[src/rtl/pool_port_sched_2_pkg.sv]
// pool_port_sched_2_pkg: shared state encoding and default widths for pool port schedulers
package pool_port_sched_2_pkg;
    typedef enum logic [1:0] {
        ST_IDLE    = 2'd0,
        ST_PRODUCE = 2'd1,
        ST_FULL    = 2'd2,
        ST_CONSUME = 2'd3
    } sched_state_e;

    localparam int POOL_ADDR_WIDTH_DEF = 10;
    localparam int WCNT_WIDTH_DEF      = 12;
endpackage

[src/rtl/pool_port_sched_2_sat_strobe_cnt.sv]
// sat_strobe_cnt: saturating counter adding up to two strobes per cycle
module sat_strobe_cnt #(
    parameter int WIDTH = 12
) (
    input  logic             clock,
    input  logic             reset,
    input  logic             inc0,
    input  logic             inc1,
    input  logic             clr,
    input  logic             en,
    output logic [WIDTH-1:0] count
);
    logic [WIDTH-1:0] cnt_q, cnt_d;
    logic [WIDTH:0]   sum;

    // next count: clear wins, otherwise add strobes and clamp at all-ones
    always_comb begin
        sum   = {1'b0, cnt_q} + {{WIDTH{1'b0}}, inc0} + {{WIDTH{1'b0}}, inc1};
        cnt_d = clr ? '0 : en ? (sum[WIDTH] ? '1 : sum[WIDTH-1:0]) : cnt_q;
    end

    // count register
    always_ff @(posedge clock) begin
        if (reset) cnt_q <= '0;
        else       cnt_q <= cnt_d;
    end

    assign count = cnt_q;
endmodule

[src/rtl/pool_port_sched_2.sv]
// pool_port_sched_2: layer-2 pool memory port arbiter and layer hand-off sequencer
module pool_port_sched_2
    import pool_port_sched_2_pkg::*;
#(
    parameter int POOL_ADDR_WIDTH = POOL_ADDR_WIDTH_DEF,
    parameter int WCNT_WIDTH      = WCNT_WIDTH_DEF
) (
    input  logic                       clock,
    input  logic                       reset,
    input  logic                       prod_start,
    input  logic                       prod_done,
    input  logic [POOL_ADDR_WIDTH-1:0] prod_address_a,
    input  logic [POOL_ADDR_WIDTH-1:0] prod_address_b,
    input  logic                       prod_rden_a,
    input  logic                       prod_rden_b,
    input  logic                       prod_wren_a,
    input  logic                       prod_wren_b,
    input  logic                       cons_req,
    input  logic                       cons_done,
    input  logic [POOL_ADDR_WIDTH-1:0] cons_address_a,
    input  logic [POOL_ADDR_WIDTH-1:0] cons_address_b,
    input  logic                       cons_rden_a,
    input  logic                       cons_rden_b,
    output logic [POOL_ADDR_WIDTH-1:0] mem_address_a,
    output logic [POOL_ADDR_WIDTH-1:0] mem_address_b,
    output logic                       mem_rden_a,
    output logic                       mem_rden_b,
    output logic                       mem_wren_a,
    output logic                       mem_wren_b,
    output logic                       layer_enable,
    output logic                       layer_clear,
    output logic                       next_enable,
    output logic [WCNT_WIDTH-1:0]      frame_words,
    output logic [1:0]                 state,
    output logic                       err_access
);
    sched_state_e state_q, state_d;
    logic         clear_q, clear_d;
    logic         err_q, err_d;
    logic         prod_own, cons_own, start_frame;

    assign prod_own    = state_q == ST_PRODUCE;
    assign cons_own    = state_q == ST_CONSUME;
    assign start_frame = state_q == ST_IDLE && prod_start;

    // next state, first-cycle clear pulse and sticky blocked-strobe flag
    always_comb begin
        state_d = state_q;
        case (state_q)
            ST_IDLE:    if (prod_start) state_d = ST_PRODUCE;
            ST_PRODUCE: if (prod_done)  state_d = ST_FULL;
            ST_FULL:    if (cons_req)   state_d = ST_CONSUME;
            ST_CONSUME: if (cons_done)  state_d = ST_IDLE;
            default:                    state_d = ST_IDLE;
        endcase
        clear_d = start_frame;
        err_d   = err_q
                | (!prod_own && (prod_rden_a || prod_rden_b || prod_wren_a || prod_wren_b))
                | (!cons_own && (cons_rden_a || cons_rden_b));
    end

    // state and flag registers; reset overrides any transition
    always_ff @(posedge clock) begin
        if (reset) begin
            state_q <= ST_IDLE;
            clear_q <= 1'b0;
            err_q   <= 1'b0;
        end else begin
            state_q <= state_d;
            clear_q <= clear_d;
            err_q   <= err_d;
        end
    end

    // bus mux from the registered owner; consumer never writes, idle/full drive zero
    always_comb begin
        mem_address_a = prod_own ? prod_address_a : cons_own ? cons_address_a : '0;
        mem_address_b = prod_own ? prod_address_b : cons_own ? cons_address_b : '0;
        mem_rden_a    = prod_own ? prod_rden_a : cons_own & cons_rden_a;
        mem_rden_b    = prod_own ? prod_rden_b : cons_own & cons_rden_b;
        mem_wren_a    = prod_own & prod_wren_a;
        mem_wren_b    = prod_own & prod_wren_b;
    end

    sat_strobe_cnt #(.WIDTH(WCNT_WIDTH)) u_cnt (
        .clock (clock),
        .reset (reset),
        .inc0  (prod_wren_a),
        .inc1  (prod_wren_b),
        .clr   (start_frame),
        .en    (prod_own),
        .count (frame_words)
    );

    assign layer_enable = prod_own;
    assign layer_clear  = clear_q;
    assign next_enable  = cons_own;
    assign state        = state_q;
    assign err_access   = err_q;
endmodule

[config.mk]
export PLATFORM = sky130hd
export DESIGN_NAME = pool_port_sched_2
export DESIGN_NICKNAME = d
export VERILOG_FILES = /design/src/rtl/pool_port_sched_2_pkg.sv /design/src/rtl/pool_port_sched_2_sat_strobe_cnt.sv /design/src/rtl/pool_port_sched_2.sv
export SDC_FILE = /design/constraint.sdc
export NUM_CORES = 1
export LEC_CHECK = 0
export ABC_AREA = 1
export BUFFER_PORTS_ARGS = -buffer_cell sky130_fd_sc_hd__buf_2
export CAP_MARGIN = 20
export CELL_PAD_IN_SITES_DETAIL_PLACEMENT = 1
export CELL_PAD_IN_SITES_GLOBAL_PLACEMENT = 2
export CORE_ASPECT_RATIO = 2
export CORE_UTILIZATION = 16
export DETAILED_ROUTE_END_ITERATION = 7
export PLACE_DENSITY_LB_ADDON = 0.2
export SETUP_SLACK_MARGIN = 0.02
export SLEW_MARGIN = 20
export SYNTH_ARGS = -nofsm -noshare
export SYNTH_HDL_FRONTEND = slang
export SYNTH_SLANG_ARGS = --single-unit
export TNS_END_PERCENT = 30
[constraint.sdc]
create_clock -name clock -period 1.5 [get_ports clock]
set_input_delay 0 -clock clock [delete_from_list [all_inputs] [get_ports clock]]
set_output_delay 0 -clock clock [all_outputs]
set_load 0.01 [all_outputs]
* Word-level counts from Yosys, hierarchy flattened
Cells that the tools add are included.
** Cells by class
- $add $sub $neg :: 2
- Eq/ne operators :: 7
- Multiplexer cells :: 12
- Bitwise logic cells :: 6
- Reductions and logical operators :: 12
** Operator list (count)
- 2-to-1 mux 10 bit :: 4
- adder 12 x 1 -> 13 bit :: 1
- adder 13 x 1 -> 13 bit :: 1
- 2-to-1 mux 12 bit :: 1
- 2-to-1 mux 2 bit :: 4
- != test 2 bit (second input constant) :: 4
- one-hot mux 2 bit (4 select lines) :: 1
- AND 1 bit :: 4
- equality test 2 bit (second input constant) :: 2
- logical OR 1 bit :: 4
- AND reduction 4 bit :: 1
- logical AND 1 bit :: 3
- equality test 2 x 1 -> 1 bit (second input constant) :: 1
- zero test 1 bit :: 2
- zero test 2 bit :: 1
- 2-to-1 mux 1 bit :: 2
- OR 1 bit :: 2
- OR reduction 2 bit :: 1
** Word-level totals
- Flip-flop bits (word level) :: 16
- Input bits :: 52
- Output and inout port bits :: 42

* Depth between registers and ports, before layout
Gate-level depths: netlist of the first run.
- Word-level depth :: 6
- Depth in mapped cells :: 11
- Mapped depth without buffers :: 11

* Cells and area by module
From an unflattened synthesis of the first run, not the netlist that was laid out.
** Unflattened totals
- Cell total of the unflattened synthesis :: 223
- Area total of the unflattened synthesis :: 1303.8 um^2
** Modules (own cells, without submodules)
- sat_strobe_cnt :: times used 1, cells each 104, area an instance 713.2 um^2
- pool_port_sched_2 :: times used 1, cells each 119, area an instance 590.6 um^2

* Worst setup path after synthesis of the first run
No wires, ideal clock.
- Path kind :: reg2reg
- Start point :: register u_cnt.cnt_q[0], in the netlist u_cnt.count[0]
- End point :: register u_cnt.cnt_q[10], in the netlist u_cnt.count[10]
- Arrival time :: 1580 ps
- Slack :: -190 ps
- Stages on the path, launching flop included :: 12
- Clock period less this slack :: 1690 ps
- Path through :: dfxtp_1 -> inv_1 -> fa_1 -> inv_1 -> ha_1 -> nand3_2 -> nor2_4 -> nand2_1 -> nand2_1 -> nand3_1 -> nand2_1 -> inv_1
** Between the ends
- Cells in the longest elaborated chain, start to end :: 3
** Ends and longest elaborated chain
- from (decl) :: line pool_port_sched_2_sat_strobe_cnt.sv:13 : logic [WIDTH-1:0] cnt_q, cnt_d;
- from (signal assigned) :: line pool_port_sched_2_sat_strobe_cnt.sv:25 : else cnt_q <= cnt_d;
- adder 12 x 1 -> 13 bit :: line pool_port_sched_2_sat_strobe_cnt.sv:18 : sum = {1'b0, cnt_q} + {{WIDTH{1'b0}}, inc0} + {{WIDTH{1'b0}}, inc1};
- adder 13 x 1 -> 13 bit :: line pool_port_sched_2_sat_strobe_cnt.sv:18
- 2-to-1 mux 12 bit :: line pool_port_sched_2_sat_strobe_cnt.sv:19 : cnt_d = clr ? '0 : en ? (sum[WIDTH] ? '1 : sum[WIDTH-1:0]) : cnt_q;
Every way passes these cells.
A chain may end at the register's enable or synchronous reset.

* Worst setup path after layout of the first run
- Start point :: register u_cnt.cnt_q[0], in the netlist u_cnt.count[0]
- End point :: register u_cnt.cnt_q[8], in the netlist u_cnt.count[8]
Same word-level chain as after synthesis.

==> metrics.cfg, run 1 <==
[run_status]
outcome = finished, violations left
failed_checks = negative setup slack

[route]
vias_per_cell = 4.310
wirelength_um = 5366
drtIter0Drc = 39
ant_nets = 0
vias = 1767
dr.pass1.iters = 3
wire_per_inst_um = 13.09
drc = 0

[synthesis]
synth-seq-cells = 16
yosysWarnings = 0
seq_area_frac_synth_pct = 25.07
netlist_area_um2 = 1277
async_flop_share_pct = 0
post_synth.cell_area_avg_um2 = 6.054
synth-edff-count = 0
synth_ff_type = dfxtp_1
ys_types = 25
syn_nets = 269
synthCells = 211

[clock_tree]
cts_buffer_depth = 2
cts-root-buf = clkbuf_16
cts.htree.levels = 1
cts_tree = yes
cts_inserted_buffers = 3
clk_pin_slew_ns = 0.05
cts.sinks = 16
clkLatencyLatePin_ns = 0.25

[setup_path]
cp-start-kind = register
critical_path.startpoint = u_cnt.count[0]
end_kind = register
cp_data_required_time_ns = 1.64
r2r_start = u_cnt.count[0]
path_max_fanout = 5
worstSetupPathType = reg2reg
critPathArrivalTime_ns = 1.71

[floorplanning]
dieHeight_um = 128.4
io_pins = 94
die_area_um2 = 8367
die_x_um = 65.19
coreArea_um2 = 7657
start_util_pct = 16.68
num_rows = 45

[sta]
relSlewSlack_pct = 78.81
finalMaxSlewViolations = 0
clock_skew_ns = 0.001283
rsz0062_at_grt = true
setup_ws_ns = -0.07389
hold_viol = 0
period_minus_slack_ns = 1.574
worst_slew_pin_slew_ns = 0.3176
max_freq_mhz = 635.4
setup_violations = 11
min_period_over_period_pct = 104.9

[final_layout]
final_cell_area_um2 = 2097
nets = 375
area_growth_pct = 64.15
final_util_pct = 27.39
diodes = 0
drive_above_1_share_pct = 41.46

[grt]
grt_max_degree = 24
antenna_found_initial = 0
grt.overflow.total = 0
grt.total_usage_pct = 12.98
grt_pass1_wl_um = 8390
grt_pass1_vias = 1752

[worst_hold_path]
hp-class = in2reg
hp-start = prod_start

[place]
routabilityCongestion = 0.7427
portBuffers = 93
placed_area_um2 = 1949
dp_hpwl_um = 4474

[power_and_ir_drop]
powerDensity_nw_per_um2 = 1254
irDropWorstVdd_mv = 0.5749
p_leak_nw = 1.142

[flow_run]
maxCapViolCount = 0

## through the flow
step	setup TNS [ns]	std cells	hold WS (ns)	setup WS (ns)	power, W
detailed placement	-0.7871	404	0.2515	-0.1078	0.002056
floorplan	-0.1038	211	0.06941	-0.05215	0.001381
CTS	-0.4851	409	0.01238	-0.08417	0.002681
finish	-0.5434	410	0.01374	-0.07389	0.002630
global route	-3.179	410	0.04723	-0.1992	0.002873
global placement	-0.5955	404	0.2487	-0.09817	0.002037
## cell families after synthesis
| group | count (synthesis) | share of synthesized area [%] |
|---|---|---|
| AO/OA/AOI/OAI | 20 | 8.423 |
| AND/OR/NAND/NOR | 129 | 46.13 |
| buffers and inverters | 36 | 11.07 |
| adder cells (fa/ha/maj) | 6 | 6.464 |
| multiplexers | 1 | 0.7836 |
| flip-flops | 16 | 25.07 |
| XOR/XNOR | 3 | 2.057 |
## path summary, 6_finish.rpt
kind	endpoint	slack, ns	cells past startpoint
setup / recovery	u_cnt.count[8]	-0.07	9
hold / removal	layer_clear	0.01	3
setup reg to reg	u_cnt.count[8]	-0.07	9
hold reg to reg	err_access	0.46	2
## critical path, stage by stage (launching register included)
cell and delay (ns):
dfxtp_2 0.33, inv_2 0.03, fa_2 0.32, inv_2 0.09
ha_4 0.15, nand3_4 0.09, nor2_4 0.16, nand2_1 0.10
o21ai_1 0.14, a21oi_1 0.05
## power breakdown
| part | leakage, nW | switching (W) | internal, W |
|---|---|---|---|
| clock | 0.0442 | 0.000176 | 0.000406 |
| sequential | 0.131 | 0.0000271 | 0.000473 |
| combinational | 0.968 | 0.000927 | 0.000620 |
| total | 1.14 | 0.00113 | 0.00150 |
## synthesized netlist by cell type, types with 2 or more instances
master    instances  area (um^2)
nor2_1           13        48.80
a31oi_1           2        12.51
o22ai_1           2        12.51
nand3_1          32        160.2
nand3_2           2        20.02
o21ai_0           5        25.02
ha_1              5        62.56
nand2_1          72        270.3
xor2_1            2        17.52
buf_2             2        10.01
o21ai_1           2        10.01
nand4_1           5        31.28
clkbuf_1          4        15.01
nor2_4            3        33.78
inv_1            28        105.1
dfxtp_1          16        320.3
a21oi_1           8        40.04
## flip-flops by register name, summed over array words and instances (netlist names)
name	flops
layer_clear	1
state	2
err_access	1
u_cnt.count	12
## area by class of cell
cell class | instances | area (um^2)
multi-input combinational | 159 | 868.3
clock buffer | 4 | 88.84
inverter | 29 | 108.9
fill | 1018 | 5560
sequential | 16 | 321.6
tap | 94 | 117.6
timing repair buffer | 108 | 591.8
## metal layers
metal  global-route usage, %  wire [um]  vias to the layer above
met5                       0          0                        -
met4                   3.836         48                        0
met3                   1.950        340                        4
met2                   26.80       3047                       66
met1                   12.37       1930                      814
li1                        -          -                      883
## cells in the final DEF, fill, tap and decap left out, drive strengths merged
master and n:
xnor2 1, dlygate4sd3 1, o21ai 7, xor2 2
nand3 35, nand4 5, o22ai 2, dfxtp 16
o21bai 1, nand2 72, mux2i 1, fa 1
inv 29, nand3b 1, clkbuf 4, buf 107
nor2 16, ha 5, a21oi 8, a31oi 2
## repair_timing
action,CTS,global route
pin swaps,1,4
resized for setup,5,6
setup buffers,0,1
hold buffers,1,0
setup endpoints to repair,34,36
hold endpoints to repair,2,0
Power figures use the tool's default switching activity.
==> run 2, diff against run 1 <==
- CORE_ASPECT_RATIO: 2 -> not set
==> metrics.cfg, run 2 (synthesis results as in run 1) <==
[run_status]
outcome = finished, violations left  ; unchanged
failed_checks = negative setup slack  ; unchanged

[final_layout]
diodes = 0  ; unchanged
layout_common_cells = buf_2, nand2_1, nand3_1  ; unchanged
final_common_cell = buf_2  ; unchanged
final_cell_area_um2 = 2178  ; was 2097 um^2
nets = 381  ; was 375
fill_cells = 982  ; was 1018
layout.cells.non_filler = 424  ; was 410
largest_reg_flops = 12  ; unchanged
area_growth_pct = 70.52  ; was 64.15%
drive_above_1_share_pct = 43.48  ; was 41.46%

[place]
dp_hpwl_um = 4016  ; was 4474 um
post-place-cells = 414  ; was 404
placed_area_um2 = 1974  ; was 1949 um^2
place_ws_ns = -0.1017  ; was -0.1078 ns
routabilityCongestion = 0.7088  ; was 0.7427
portBuffers = 93  ; unchanged

[grt]
antenna_found_initial = 0  ; unchanged
grt_pass1_wl_um = 8418  ; was 8390 um
grt.total_usage_pct = 12.32  ; was 12.98%
grt_max_degree = 26  ; was 24
grt_pass1_vias = 1792  ; was 1752
grt.overflow.total = 0  ; unchanged

[clock_tree]
cts_inserted_buffers = 3  ; unchanged
cts-root-buf = clkbuf_8  ; was clkbuf_16
cts.sinks = 16  ; unchanged
cts.htree.levels = 1  ; unchanged
clkLatencyLatePin_ns = 0.25  ; about the same
clk_pin_slew_ns = 0.07  ; was 0.05 ns
cts_tree = yes  ; unchanged
cts_buffer_depth = 2  ; unchanged

[setup_path]
cp_top_family = adder cells  ; unchanged
critical_path.startpoint = u_cnt.count[0]  ; unchanged
r2r_slack_ns = -0.09  ; was -0.07 ns
cp_common_cell = inv_2  ; unchanged
slowest_delay_ns = 0.33  ; about the same
r2r_start = u_cnt.count[0]  ; unchanged
rr_endpoint = u_cnt.count[8]  ; unchanged
end_kind = register  ; unchanged
worst-path-buf-inv = 2  ; unchanged
path_max_fanout = 5  ; unchanged
cp-start-kind = register  ; unchanged
slowest_stage = dfxtp_2  ; unchanged
critPathArrivalTime_ns = 1.73  ; was 1.71 ns
cp_data_required_time_ns = 1.64  ; about the same
endpoint = u_cnt.count[8]  ; unchanged
reg2reg_depth = 9  ; unchanged
worstSetupPathType = reg2reg  ; unchanged
crit_chain = inv_2 -> fa_2 -> inv_2 -> ha_4 -> nand3_4 -> nor2_4 -> nand2_1 -> o21ai_1 -> a21oi_1  ; unchanged
path_depth = 9  ; unchanged

[power_and_ir_drop]
powerDensity_nw_per_um2 = 1202  ; was 1254 nW/um^2
p_leak_nw = 1.169  ; was 1.142 nW
irDropWorstVdd_mv = 0.3691  ; was 0.5749 mV

[sta]
holdWs_ns = 0.1061  ; was 0.01374 ns
min_period_over_period_pct = 105.8  ; was 104.9%
rsz0062_at_grt = true  ; unchanged
setup_ws_ns = -0.08654  ; was -0.07389 ns
worst_slew_pin_slew_ns = 0.2815  ; was 0.3176 ns
relSlewSlack_pct = 81.21  ; was 78.81%
finalMaxSlewViolations = 0  ; unchanged
setup_violations = 11  ; unchanged
period_minus_slack_ns = 1.587  ; was 1.574 ns
hold_viol = 0  ; unchanged
max_freq_mhz = 630.3  ; was 635.4 MHz
clock_skew_ns = 0.002954  ; was 0.001283 ns
fin_tns_setup_ns = -0.4413  ; was -0.5434 ns

[worst_hold_path]
hp-class = in2reg  ; unchanged
hp-start = prod_wren_b  ; was prod_start

[route]
wire_per_inst_um = 11.77  ; was 13.09 um
drtIter0Drc = 31  ; was 39
wirelength_um = 4989  ; was 5366 um
drc = 0  ; unchanged
dr.pass1.iters = 3  ; unchanged
vias_per_cell = 4.132  ; was 4.310
ant_nets = 0  ; unchanged
vias = 1752  ; was 1767

[floorplanning]
die_x_um = 91.36  ; was 65.19 um
num_rows = 32  ; was 45
start_util_pct = 16.53  ; was 16.68%
dieHeight_um = 91.36  ; was 128.4 um
die_area_um2 = 8346  ; was 8367 um^2
io_pins = 94  ; unchanged
coreArea_um2 = 7727  ; was 7657 um^2

[flow_run]
maxCapViolCount = 0  ; unchanged

[run 2: how the worst min path moves through the flow]
stage	to	slack (ns)	cells past startpoint
finish	err_access	0.11	3
detailed placement	err_access	0.23	2
global route	err_access	0.17	3
floorplan	err_access	0.07	1
CTS	err_access	0.11	3
global placement	err_access	0.23	2
[run 2: metal layers]
metal / share of wire [%] / GRT usage, % / wire length, um / vias to the layer above
li1: - / - / - / 898
met1: 46 / 15.31 / 2289 / 797
met2: 48 / 22.41 / 2408 / 55
met3: 5.3 / 1.591 / 266 / 2
met4: 0.48 / 2.778 / 24 / 0
met5: 0 / 0 / 0 / -
[run 2: area by class of cell]
cell class	count	area [um^2]	area share, %
multi-input combinational	159	890.9	40.90
timing repair buffer	114	669.4	30.73
sequential	16	324.1	14.88
tap	102	127.6	5.859
inverter	29	111.4	5.112
clock buffer	4	55.05	2.527
[run 2: report_power, final]
group	switching [W]	internal [W]	total [W]
Sequential	0.0000358	0.000478	0.000514
Clock	0.000160	0.000233	0.000393
Combinational	0.000949	0.000763	0.00171
Total	0.00114	0.00147	0.00262
[run 2: worst register-to-register path, cell delays in order, from the launching register on]
cell,delay [ns]
dfxtp_2,0.33
inv_2,0.03
fa_2,0.32
inv_2,0.09
ha_4,0.16
nand3_4,0.09
nor2_4,0.17
nand2_1,0.10
o21ai_1,0.14
a21oi_1,0.05
[run 2: repair_timing]
| item | in CTS | in global routing |
|---|---|---|
| setup endpoints to repair | 37 | 31 |
| hold buffers | 2 | 0 |
| buffers inserted | 1 | 3 |
| gates resized for setup | 15 | 10 |
| pin swaps | 2 | 3 |
| endpoints found under the hold margin | 2 | 0 |
[run 2: through the flow]
step	util, %	power [W]
2_1_floorplan	-	0.001381
5_1_grt	28.19	0.002863
4_1_cts	27.44	0.002621
3_5_place_dp	25.55	0.002065
3_3_place_gp	25.55	0.002068
6_report	28.19	0.002619
==> run 3, diff against run 2 <==
- CELL_PAD_IN_SITES_DETAIL_PLACEMENT: 1 -> 0
- CELL_PAD_IN_SITES_GLOBAL_PLACEMENT: 2 -> 1
- CORE_UTILIZATION: 16 -> 23
==> metrics.cfg, run 3 (synthesis results as in run 1) <==
[grt]
grt_pass1_vias = 1530  ; was 1792
antenna_found_initial = 0  ; unchanged
grt.overflow.total = 0  ; unchanged
grt_max_degree = 25  ; was 26
grt_pass1_wl_um = 7086  ; was 8418 um
grt.total_usage_pct = 14.59  ; was 12.32%

[setup_path]
crit_chain = inv_2 -> fa_2 -> inv_2 -> ha_4 -> nand3_4 -> nor2_4 -> buf_4 -> nand2_1 -> nand3_1 -> nand2_1 -> inv_1  ; was inv_2 -> fa_2 -> inv_2 -> ha_4 -> nand3_4 -> nor2_4 -> nand2_1 -> o21ai_1 -> a21oi_1
path_max_fanout = 5  ; unchanged
worst-path-buf-inv = 4  ; was 2
cp_data_required_time_ns = 1.70  ; was 1.64 ns
worstSetupPathType = reg2reg  ; unchanged
path_depth = 11  ; was 9
r2r_start = u_cnt.count[0]  ; unchanged
critPathArrivalTime_ns = 1.80  ; was 1.73 ns
cp_top_family = adder cells  ; unchanged
r2r_slack_ns = -0.11  ; was -0.09 ns
reg2reg_depth = 11  ; was 9
slowest_delay_ns = 0.33  ; about the same
rr_endpoint = u_cnt.count[6]  ; was u_cnt.count[8]
slowest_stage = dfxtp_2  ; unchanged
end_kind = register  ; unchanged
cp-start-kind = register  ; unchanged

[final_layout]
diodes = 0  ; unchanged
final_common_cell = buf_2  ; unchanged
final_cell_area_um2 = 2013  ; was 2178 um^2
layout.cells.non_filler = 384  ; was 424
largest_reg_flops = 12  ; unchanged
fill_cells = 600  ; was 982
area_growth_pct = 57.59  ; was 70.52%
layout_common_cells = buf_2, nand2_1, nand3_1  ; unchanged
multi_input_area_um2 = 854.6  ; was 890.9 um^2
nets = 374  ; was 381
seq_area_um2 = 322.8  ; was 324.1 um^2
drive_above_1_share_pct = 40.13  ; was 43.48%

[clock_tree]
cts_inserted_buffers = 3  ; unchanged
cts_tree = yes  ; unchanged
clkLatencyLatePin_ns = 0.24  ; was 0.25 ns
cts.sinks = 16  ; unchanged
cts-root-buf = clkbuf_8  ; unchanged
cts_buffer_depth = 2  ; unchanged
clk_pin_slew_ns = 0.06  ; was 0.07 ns
cts.htree.levels = 1  ; unchanged

[power_and_ir_drop]
power_frac_seq_pct = 21.3  ; was 19.6%
irDropWorstVdd_mv = 0.7577  ; was 0.3691 mV
power.switching_w = 0.001049  ; was 0.001145 W
p_int_w = 0.001302  ; was 0.001474 W
p_comb_share_pct = 65.2  ; was 65.4%
clockPowerShare_pct = 13.5  ; was 15.0%
powerDensity_nw_per_um2 = 1167  ; was 1202 nW/um^2
finalPower_w = 0.002350  ; was 0.002619 W
p_leak_nw = 1.113  ; was 1.169 nW
p_sw_share_pct = 44.62  ; was 43.71%

[sta]
rsz0062_at_grt = true  ; unchanged
period_minus_slack_ns = 1.609  ; was 1.587 ns
hold_viol = 0  ; unchanged
max_freq_mhz = 621.7  ; was 630.3 MHz
clock_skew_ns = 0.001977  ; was 0.002954 ns
finalMaxSlewViolations = 0  ; unchanged
setup_ws_ns = -0.1086  ; was -0.08654 ns
setup_violations = 9  ; was 11
relSlewSlack_pct = 78.97  ; was 81.21%
worst_slew_pin_slew_ns = 0.3150  ; was 0.2815 ns
min_period_over_period_pct = 107.2  ; was 105.8%

[route]
drtIter0Drc = 35  ; was 31
dr.pass1.iters = 4  ; was 3
vias_per_cell = 4.323  ; was 4.132
wirelength_um = 4168  ; was 4989 um
wire_per_inst_um = 10.85  ; was 11.77 um
drc = 0  ; unchanged
ant_nets = 0  ; unchanged
vias = 1660  ; was 1752

[floorplanning]
die_x_um = 76.53  ; was 91.36 um
dieHeight_um = 76.53  ; was 91.36 um
coreArea_um2 = 5238  ; was 7727 um^2
start_util_pct = 24.39  ; was 16.53%
num_rows = 26  ; was 32
io_pins = 94  ; unchanged
die_area_um2 = 5856  ; was 8346 um^2

[place]
portBuffers = 93  ; unchanged
routabilityCongestion = 0.7065  ; was 0.7088
post-place-cells = 378  ; was 414
dp_hpwl_um = 3338  ; was 4016 um
placed_area_um2 = 1904  ; was 1974 um^2
place_ws_ns = -0.08243  ; was -0.1017 ns

[run_status]
outcome = finished, violations left  ; unchanged
failed_checks = negative setup slack  ; unchanged

[worst_hold_path]
holdPathStages = 3  ; unchanged
hp-class = in2reg  ; unchanged
hold_path_end = err_access  ; unchanged
hp-start = prod_wren_b  ; unchanged

[flow_run]
maxCapViolCount = 0  ; unchanged

run 3: cell types whose count changed in the layout (fill, tap and decap cells not counted), sizes merged:
cell    delta
clkbuf     -1
buf        -7
run 3: worst max path at each step:
stage	to	from
2_1_floorplan	u_cnt.count[8]	u_cnt.count[0]
3_3_place_gp	u_cnt.count[10]	u_cnt.count[0]
3_5_place_dp	u_cnt.count[8]	u_cnt.count[0]
4_1_cts	u_cnt.count[10]	u_cnt.count[0]
5_1_grt	u_cnt.count[10]	u_cnt.count[0]
6_report	u_cnt.count[6]	u_cnt.count[0]
run 3: power by group through the flow:
stage          registers [W]  clock network (W)  logic (W)
3_5_place_dp        0.000508                  0    0.00147
4_1_cts             0.000498           0.000333    0.00153
5_1_grt             0.000506           0.000352    0.00173
2_1_floorplan       0.000547                  0   0.000835
6_report            0.000500           0.000318    0.00153
3_3_place_gp        0.000507                  0    0.00149
run 3: repair_timing:
item                                    in CTS  in global routing
endpoints found under the hold margin        2                  0
buffers inserted                             0                  1
endpoints found under the setup margin      34                 38
gates resized for setup                      6                  6
hold buffers                                 2                  0
pin swaps                                    4                  2
run 3: metrics by stage:
step                setup TNS [ns]  utilization, %  hold slack [ns]
floorplan                  -0.1038               -          0.06941
global placement           -0.2824           36.36           0.2123
detailed placement         -0.4991           36.36           0.2114
CTS                        -0.3096           37.98           0.1024
global route                -1.949           38.44           0.1321
finish                     -0.6550           38.44           0.1010
run 3: layout make-up:
class / count / area share [%]
timing repair buffer: 107 / 29.58
multi-input combinational: 159 / 42.45
tap: 70 / 4.351
clock buffer: 3 / 2.051
inverter: 29 / 5.531
sequential: 16 / 16.03
run 3: routing by layer:
| layer | track usage [%] | part of all wire (%) | vias to the layer above |
|---|---|---|---|
| li1 | - | - | 883 |
| met1 | 17.10 | 44 | 714 |
| met2 | 27.39 | 49 | 59 |
| met3 | 2.635 | 5.0 | 4 |
| met4 | 2.885 | 1.1 | 0 |
| met5 | 0 | 0 | - |
run 3: worst reg2reg max path, delay by kind of cell, from the launching register on:
| family | cells | cell delay (ns) |
|---|---|---|
| adder cells (fa/ha/maj) | 2 | 0.48 |
| buffers and inverters | 4 | 0.30 |
| flip-flops | 1 | 0.33 |
| AND/OR/NAND/NOR | 5 | 0.45 |
